--- config.mk ---
export PLATFORM = sky130hd
export DESIGN_NAME = reg_file_8x16
export DESIGN_NICKNAME = d
export VERILOG_FILES = /design/src/rtl/reg_file_8x16.sv
export SDC_FILE = /design/constraint.sdc
export NUM_CORES = 1
export LEC_CHECK = 0
export ABC_AREA = 1
export BUFFER_PORTS_ARGS = -buffer_cell sky130_fd_sc_hd__clkbuf_2
export CAP_MARGIN = 20
export CORE_MARGIN = 2
export CORE_UTILIZATION = 40
export CTS_CLUSTER_DIAMETER = 120
export DETAILED_ROUTE_END_ITERATION = 8
export HOLD_SLACK_MARGIN = 0.06
export SYNTH_ARGS = -nofsm -noshare
export SYNTH_HDL_FRONTEND = slang
export SYNTH_SLANG_ARGS = --single-unit
--- constraint.sdc ---
create_clock -name clk -period 1.3 [get_ports clk]
set_clock_uncertainty 0.15 [all_clocks]
set_input_delay 0.13 -clock clk [delete_from_list [all_inputs] [get_ports clk]]
set_output_delay 0.13 -clock clk [all_outputs]
set_load 0.005 [all_outputs]
--- src/rtl/reg_file_8x16.sv ---
// rtl/reg_file_8x16.sv - 8-entry register file with pending-write scoreboard, hazard stall and sticky wordline error
// Optional write-to-read forwarding is enabled by defining REGFILE_BYPASS_EN.
module reg_file_8x16 #(
  parameter int DATA_WIDTH = 16,
  parameter bit R0_ZERO    = 1'b0
) (
  input  logic                  clk,
  input  logic                  rst_n,
  input  logic [7:0]            Wordline,
  input  logic [DATA_WIDTH-1:0] WriteData,
  input  logic [2:0]            SrcReg1,
  input  logic [2:0]            SrcReg2,
  output logic [DATA_WIDTH-1:0] SrcData1,
  output logic [DATA_WIDTH-1:0] SrcData2,
  input  logic                  Reserve,
  input  logic [2:0]            DstReg,
  input  logic                  Src1Used,
  input  logic                  Src2Used,
  output logic                  Stall,
  output logic [7:0]            BusyVec,
  output logic                  WordlineErr
);

  logic [DATA_WIDTH-1:0] regs [8];
  logic [7:0]            busy;
  logic                  err;

  logic       wl_illegal;
  logic [7:0] wr_mask;
  logic [7:0] rsv_mask;
  logic [7:0] keep_mask;
  logic       fwd1;
  logic       fwd2;

  // More than one bit set: clearing the lowest set bit leaves something behind.
  assign wl_illegal = (Wordline & (Wordline - 8'd1)) != 8'd0;
  assign wr_mask    = wl_illegal ? 8'd0 : Wordline;
  assign keep_mask  = R0_ZERO ? 8'hFE : 8'hFF;
  assign rsv_mask   = Reserve ? (8'd1 << DstReg) : 8'd0;

  always_ff @(posedge clk or negedge rst_n) begin
    if (!rst_n) begin
      for (int i = 0; i < 8; i++) regs[i] <= '0;
      busy <= 8'd0;
      err  <= 1'b0;
    end else begin
      for (int i = 0; i < 8; i++) begin
        if (wr_mask[i] && keep_mask[i]) regs[i] <= WriteData;
      end
      // Reserve applied after release so the newer instruction keeps ownership.
      busy <= ((busy & ~wr_mask) | rsv_mask) & keep_mask;
      if (wl_illegal) err <= 1'b1;
    end
  end

`ifdef REGFILE_BYPASS_EN
  assign fwd1 = wr_mask[SrcReg1];
  assign fwd2 = wr_mask[SrcReg2];
`else
  assign fwd1 = 1'b0;
  assign fwd2 = 1'b0;
`endif

  assign SrcData1 = (R0_ZERO && SrcReg1 == 3'd0) ? '0 :
                    fwd1 ? WriteData : regs[SrcReg1];
  assign SrcData2 = (R0_ZERO && SrcReg2 == 3'd0) ? '0 :
                    fwd2 ? WriteData : regs[SrcReg2];

  // A forwarded operand is supplied now, so its busy bit cannot hold decode.
  assign Stall = (Src1Used & busy[SrcReg1] & ~fwd1) |
                 (Src2Used & busy[SrcReg2] & ~fwd2);

  assign BusyVec     = busy;
  assign WordlineErr = err;

endmodule

Yosys cells after proc, flatten, opt, wreduce, memory -nomap -nowiden. Index checks and enable logic that the tools add are counted.

Register bits after elaboration: 137. Input bits: 38. Output and inout bits: 42. Logic and storage cells: 38.

Add/sub/neg operators: 1. Order comparisons: 4. Shift operators: 1. Muxes and demuxes: 12. Bitwise operators: 9. Reductions and logical operators: 1.

Operators with widths (number): 16-bit binary-select mux with 3-bit select (2); 16-bit 2-to-1 mux (4); 8-bit AND (2); 8-bit 2-to-1 mux (2); 4-bit >= comparator (second input constant) (2); 3-bit by 4-bit less-than comparator with 1-bit output (second input constant) (2); 3-bit NOT with 4-bit output (2); 8-bit NOT (1); 8-bit bitwise OR (1); 8-bit nonzero test (1); 1-bit by 3-bit left shift with 8-bit output (first input constant) (1); 8-bit by 1-bit subtractor with 8-bit output (second input constant) (1); 1-bit binary-select mux with 3-bit select (2); 1-bit AND (2); 1-bit 2-to-1 mux (2); 1-bit bitwise OR (1).

Logic depth before layout (Yosys ltp).
Word-level depth: 7. Depth in mapped cells: 11. Gate-level depth less buffers: 8.

Worst setup path after synthesis. No wires, ideal clock.

Kind: input to register. Start: input port Wordline[3]. End: register busy[7] (netlist: BusyVec[7]). Library setup time: 117 ps. Arrival: 1195 ps. Data required time: 1033 ps. Slack: -161 ps. Stages on the path: 11. Path buffers: 3. Cells stage by stage: buf_4 > inv_2 > nand2_2 > nor2_2 > nor2_1 > nor2_4 > buf_12 > nand3_4 > buf_2 > nand2_1 > nand2_1.

Word-level cells in the longest chain between the ends: 7.

RTL lines: start, declared (line 9) `input logic [7:0] Wordline,`; 8-bit by 1-bit subtractor with 8-bit output (line 36) `assign wl_illegal = (Wordline & (Wordline - 8'd1)) != 8'd0;`; 8-bit AND (*) (line 36); 8-bit nonzero test (*) (line 36); 8-bit 2-to-1 mux (*) (line 37) `assign wr_mask = wl_illegal ? 8'd0 : Wordline;`; 8-bit NOT (*) (line 51) `busy <= ((busy & ~wr_mask) | rsv_mask) & keep_mask;`; 8-bit AND (*) (line 51); 8-bit bitwise OR (*) (line 51); end signal, assigned (line 51); end, declared (line 25) `logic [7:0] busy;`.

Mark *: on every way between the ends. The rest lies on a longest branch, timed or not. A chain may end at the register's enable or synchronous reset.

Worst setup path in the final report.
Start: register regs[46] in the netlist's numbering. End: output port SrcData1[14].

Word-level cells in the longest chain between the ends: 3.

RTL lines: start, declared (line 24) `logic [DATA_WIDTH-1:0] regs [8];`; start signal, assigned by index (line 48) `if (wr_mask[i] && keep_mask[i]) regs[i] <= WriteData;`; 16-bit binary-select mux with 3-bit select (line 65) `fwd1 ? WriteData : regs[SrcReg1];`; 16-bit 2-to-1 mux (not written as such) (2 in series) (line 65); end, declared (line 13) `output logic [DATA_WIDTH-1:0] SrcData1,`.

No other way between the ends. The select of a mux whose other input is x is not followed.

==> results.toml <==
[sta]
fin_hold_ws_ps = -25.3
setup_viol = 44
layout_setup_ws_ps = -484
fin_tns_setup_ps = -13680
fin_crit_ps = 1780
worst_slew_pin_slew_ps = 341
hold_viol_final = 14
fmax_ghz = 0.561
timing.final.crit_share = 1.37
maxSlewHeadroom = 0.773
maxSlewViolCount = 0
rsz0062_at_grt = "true"

[clocking]
clk_latency_ps = 420
cts_tree = "done"
cts_hold_buf = 22
clock-sinks = 137
clockBufferDepth = 2
cts_buffers = 17
clk_pin_slew_ps = 70
clockRootBuffer = "clkbuf_16"
htree_num_levels = 4

[die]
die_x_microns = 150
start_util = 0.405
io_pins = 80
die_y_microns = 150
row_count = 53
design.die.area_sq_um = 22400
core_sq_um = 21000

[logic_synthesis]
synth_seq_cells = 137
synth_adder_area_share = 0
yosys.area_share.simple = 0.325
synth.distinct_cells = 26
synth-seq-area-share = 0.404
synth_edf_count = 0
synth-xor-area-share = 0
async_flop_share = 1.00
synth_top_family_by_area = "simple AND/OR/NAND/NOR gates"
yosys-top-cells-count = "nand2_1, o21ai_0, dfrtp_1, nand4_1, nor2_1"
yosys-mux-area-fraction = 0
synthTopCellsByArea = "dfrtp_1, nand2_1, o21ai_0"
syn_avg_cell_area_sq_um = 7.17
synth_compound_area_frac = 0.159
synthMostInstantiatedCell = "nand2_1"
syn_nets = 1222
syn_inst = 1184
synthesis.area_sq_um = 8490
yosysTopAreaCellShare = 0.404
ys.warnings.count = 0
ys.flop_type = "dfrtp_1"
synth_top_area_cell = "dfrtp_1"

[placed_design]
post-place-ws_ps = -407
numPortBuffers = 79
hpwl_microns = 19700
gp_congestion = 0.918

[routing]
ant_nets = 0
drtPass1Iterations = 6
highest_layer = "met4"
dr.first_iter.drc_count = 917
detail_route.wirelength_microns = 32200
drc_errors = 0
met1Wirelength_microns = 13800
routed-wl-met2_microns = 15000
via_count = 9234
wl_met3_microns = 2430
routedWlPerCell_microns = 20.0
drt-vias-per-instance = 5.75

[cells_and_area]
drive_gt1_frac = 0.279
multiInputGateArea_sq_um = 4550
regArea_sq_um = 3430
final_nets = 1356
antenna_cells = 0
n_fill_cell = 1970
utilization = 0.539
area_delta_synth_final_pct = 33.1

[pwr]
switchingPower_mw = 4.19
pwr-share-clk = 0.382
sw_frac_of_total = 0.312
seq_power_share = 0.393
vdd_drop_max_mv = 0.967
p_comb_frac = 0.224
power.internal_mw = 9.23
powerDensity_nw_per_um2 = 1190
design_power_total_mw = 13.4
p_leak_nw = 5.51

[critical_path]
cp-start-kind = "flop"
arrival_ps = 1500
endpoint_kind = "primary output"
crit_type = "flop to primary output"
crit_path_max_fanout = 2
required_ps = 1020

[global_route]
grtUsageTotal = 0.277
gr-total-overflow = 0
grt_pass1_vias = 8534
grt_pass1_wl_microns = 48200
antenna_found_initial = 0
grt_max_degree = 45

[status]
violations = "hold timing, setup timing"
status = "finished with violations"

[run]
max_cap_viol_count = 0

[hold_path]
worstHoldPathType = "input pin to asynchronous set/reset pin"
[power by group through the flow]
stage,Clock [mW],Combinational (mW),Sequential [mW]
floorplan,0,1.51,5.16
global placement,0,2.36,5.27
detailed placement,0,2.40,5.27
CTS,5.14,2.64,5.21
global route,5.36,3.31,5.33
finish,5.13,3.01,5.28
[through the flow]
stage               std cells  instance area [sq um]
floorplan                1184                   8590
global placement         1496                   9400
detailed placement       1496                   9400
CTS                      1565                  10400
global route             1606                  11300
finish                   1606                  11300
[worst max-delay path: stages (launching register included)]
cell and delay (ps):
dfrtp_1 400, inv_2 60, a21oi_1 130, o21ai_1 90, o21ai_1 90, nand2_1 80, nand2_2 90, clkbuf_2 130
[cell families (layout without fill, tap and decap cells)]
kind of cell / after synthesis / in the layout
AOI/OAI and AO/OA: 268 / 268
buffers and inverters: 167 / 309
DFF: 137 / 137
and+or+nand+nor: 612 / 617
[final timing paths]
path	start	end	slack, ps	cells past startpoint
worst max-delay path	regs[46]	SrcData1[14]	-480	7
worst min-delay path	rst_n	regs[107]	-30	2
worst max register to register	regs[41]	regs[41]	190	5
worst min register to register	regs[105]	regs[105]	320	2
max in group asynchronous	rst_n	regs[48]	510	3
min in group clk	Wordline[7]	regs[2]	80	4
[routing by layer]
metal,vias up,global-route usage
met5,-,0
met4,0,0.0981
met3,76,0.0463
met2,443,0.438
met1,4455,0.385
li1,4260,-
[what timing repair did]
item,CTS,global route
pin swaps,54,74
gates resized for setup,105,159
hold endpoints to repair,273,14
endpoints found under the setup margin,35,155
buffers inserted,16,34
cloned,0,8
[sequential cells by signal, indices dropped and copies added, names as in the netlist]
signal	count
WordlineErr	1
BusyVec	8
regs	128
[cell usage in the layout (no fill, tap or decap)]
cell type / synthesis / layout
a21oi_1: 68 / 30
a21oi_2: 0 / 38
buf_12: 2 / 34
buf_16: 0 / 1
buf_2: 38 / 7
buf_4: 3 / 78
buf_6: 14 / 17
buf_8: 11 / 2
bufinv_16: 0 / 3
clkbuf_16: 0 / 20
clkbuf_2: 4 / 64
clkbuf_8: 0 / 3
clkinv_1: 2 / 2
clkinv_2: 0 / 5
clkinv_4: 0 / 2
clkinvlp_4: 0 / 2
dfrtp_1: 137 / 137
dlygate4sd3_1: 0 / 22
inv_1: 43 / 24
inv_2: 4 / 20
inv_4: 0 / 3
nand2_1: 392 / 344
nand2_2: 3 / 39
nand2_4: 0 / 12
nand3_1: 6 / 6
nand3_4: 8 / 13
nand3b_1: 1 / 1
nand4_1: 128 / 128
nor2_1: 71 / 68
nor2_2: 1 / 2
nor2_4: 1 / 3
o211ai_1: 4 / 4
o21ai_0: 171 / 80
o21ai_1: 25 / 112
o21ai_2: 0 / 4
or2_1: 1 / 1
[final cells by class]
cell class / count / area share
Clock buffer: 20 / 0.0413
Sequential cell: 137 / 0.303
Multi-Input combinational cell: 885 / 0.403
Tap cell: 275 / 0.0305
Inverter: 49 / 0.0169
Timing Repair Buffer: 228 / 0.192
Clock inverter: 12 / 0.0131
Note: power is estimated with default switching activity, not from simulation.
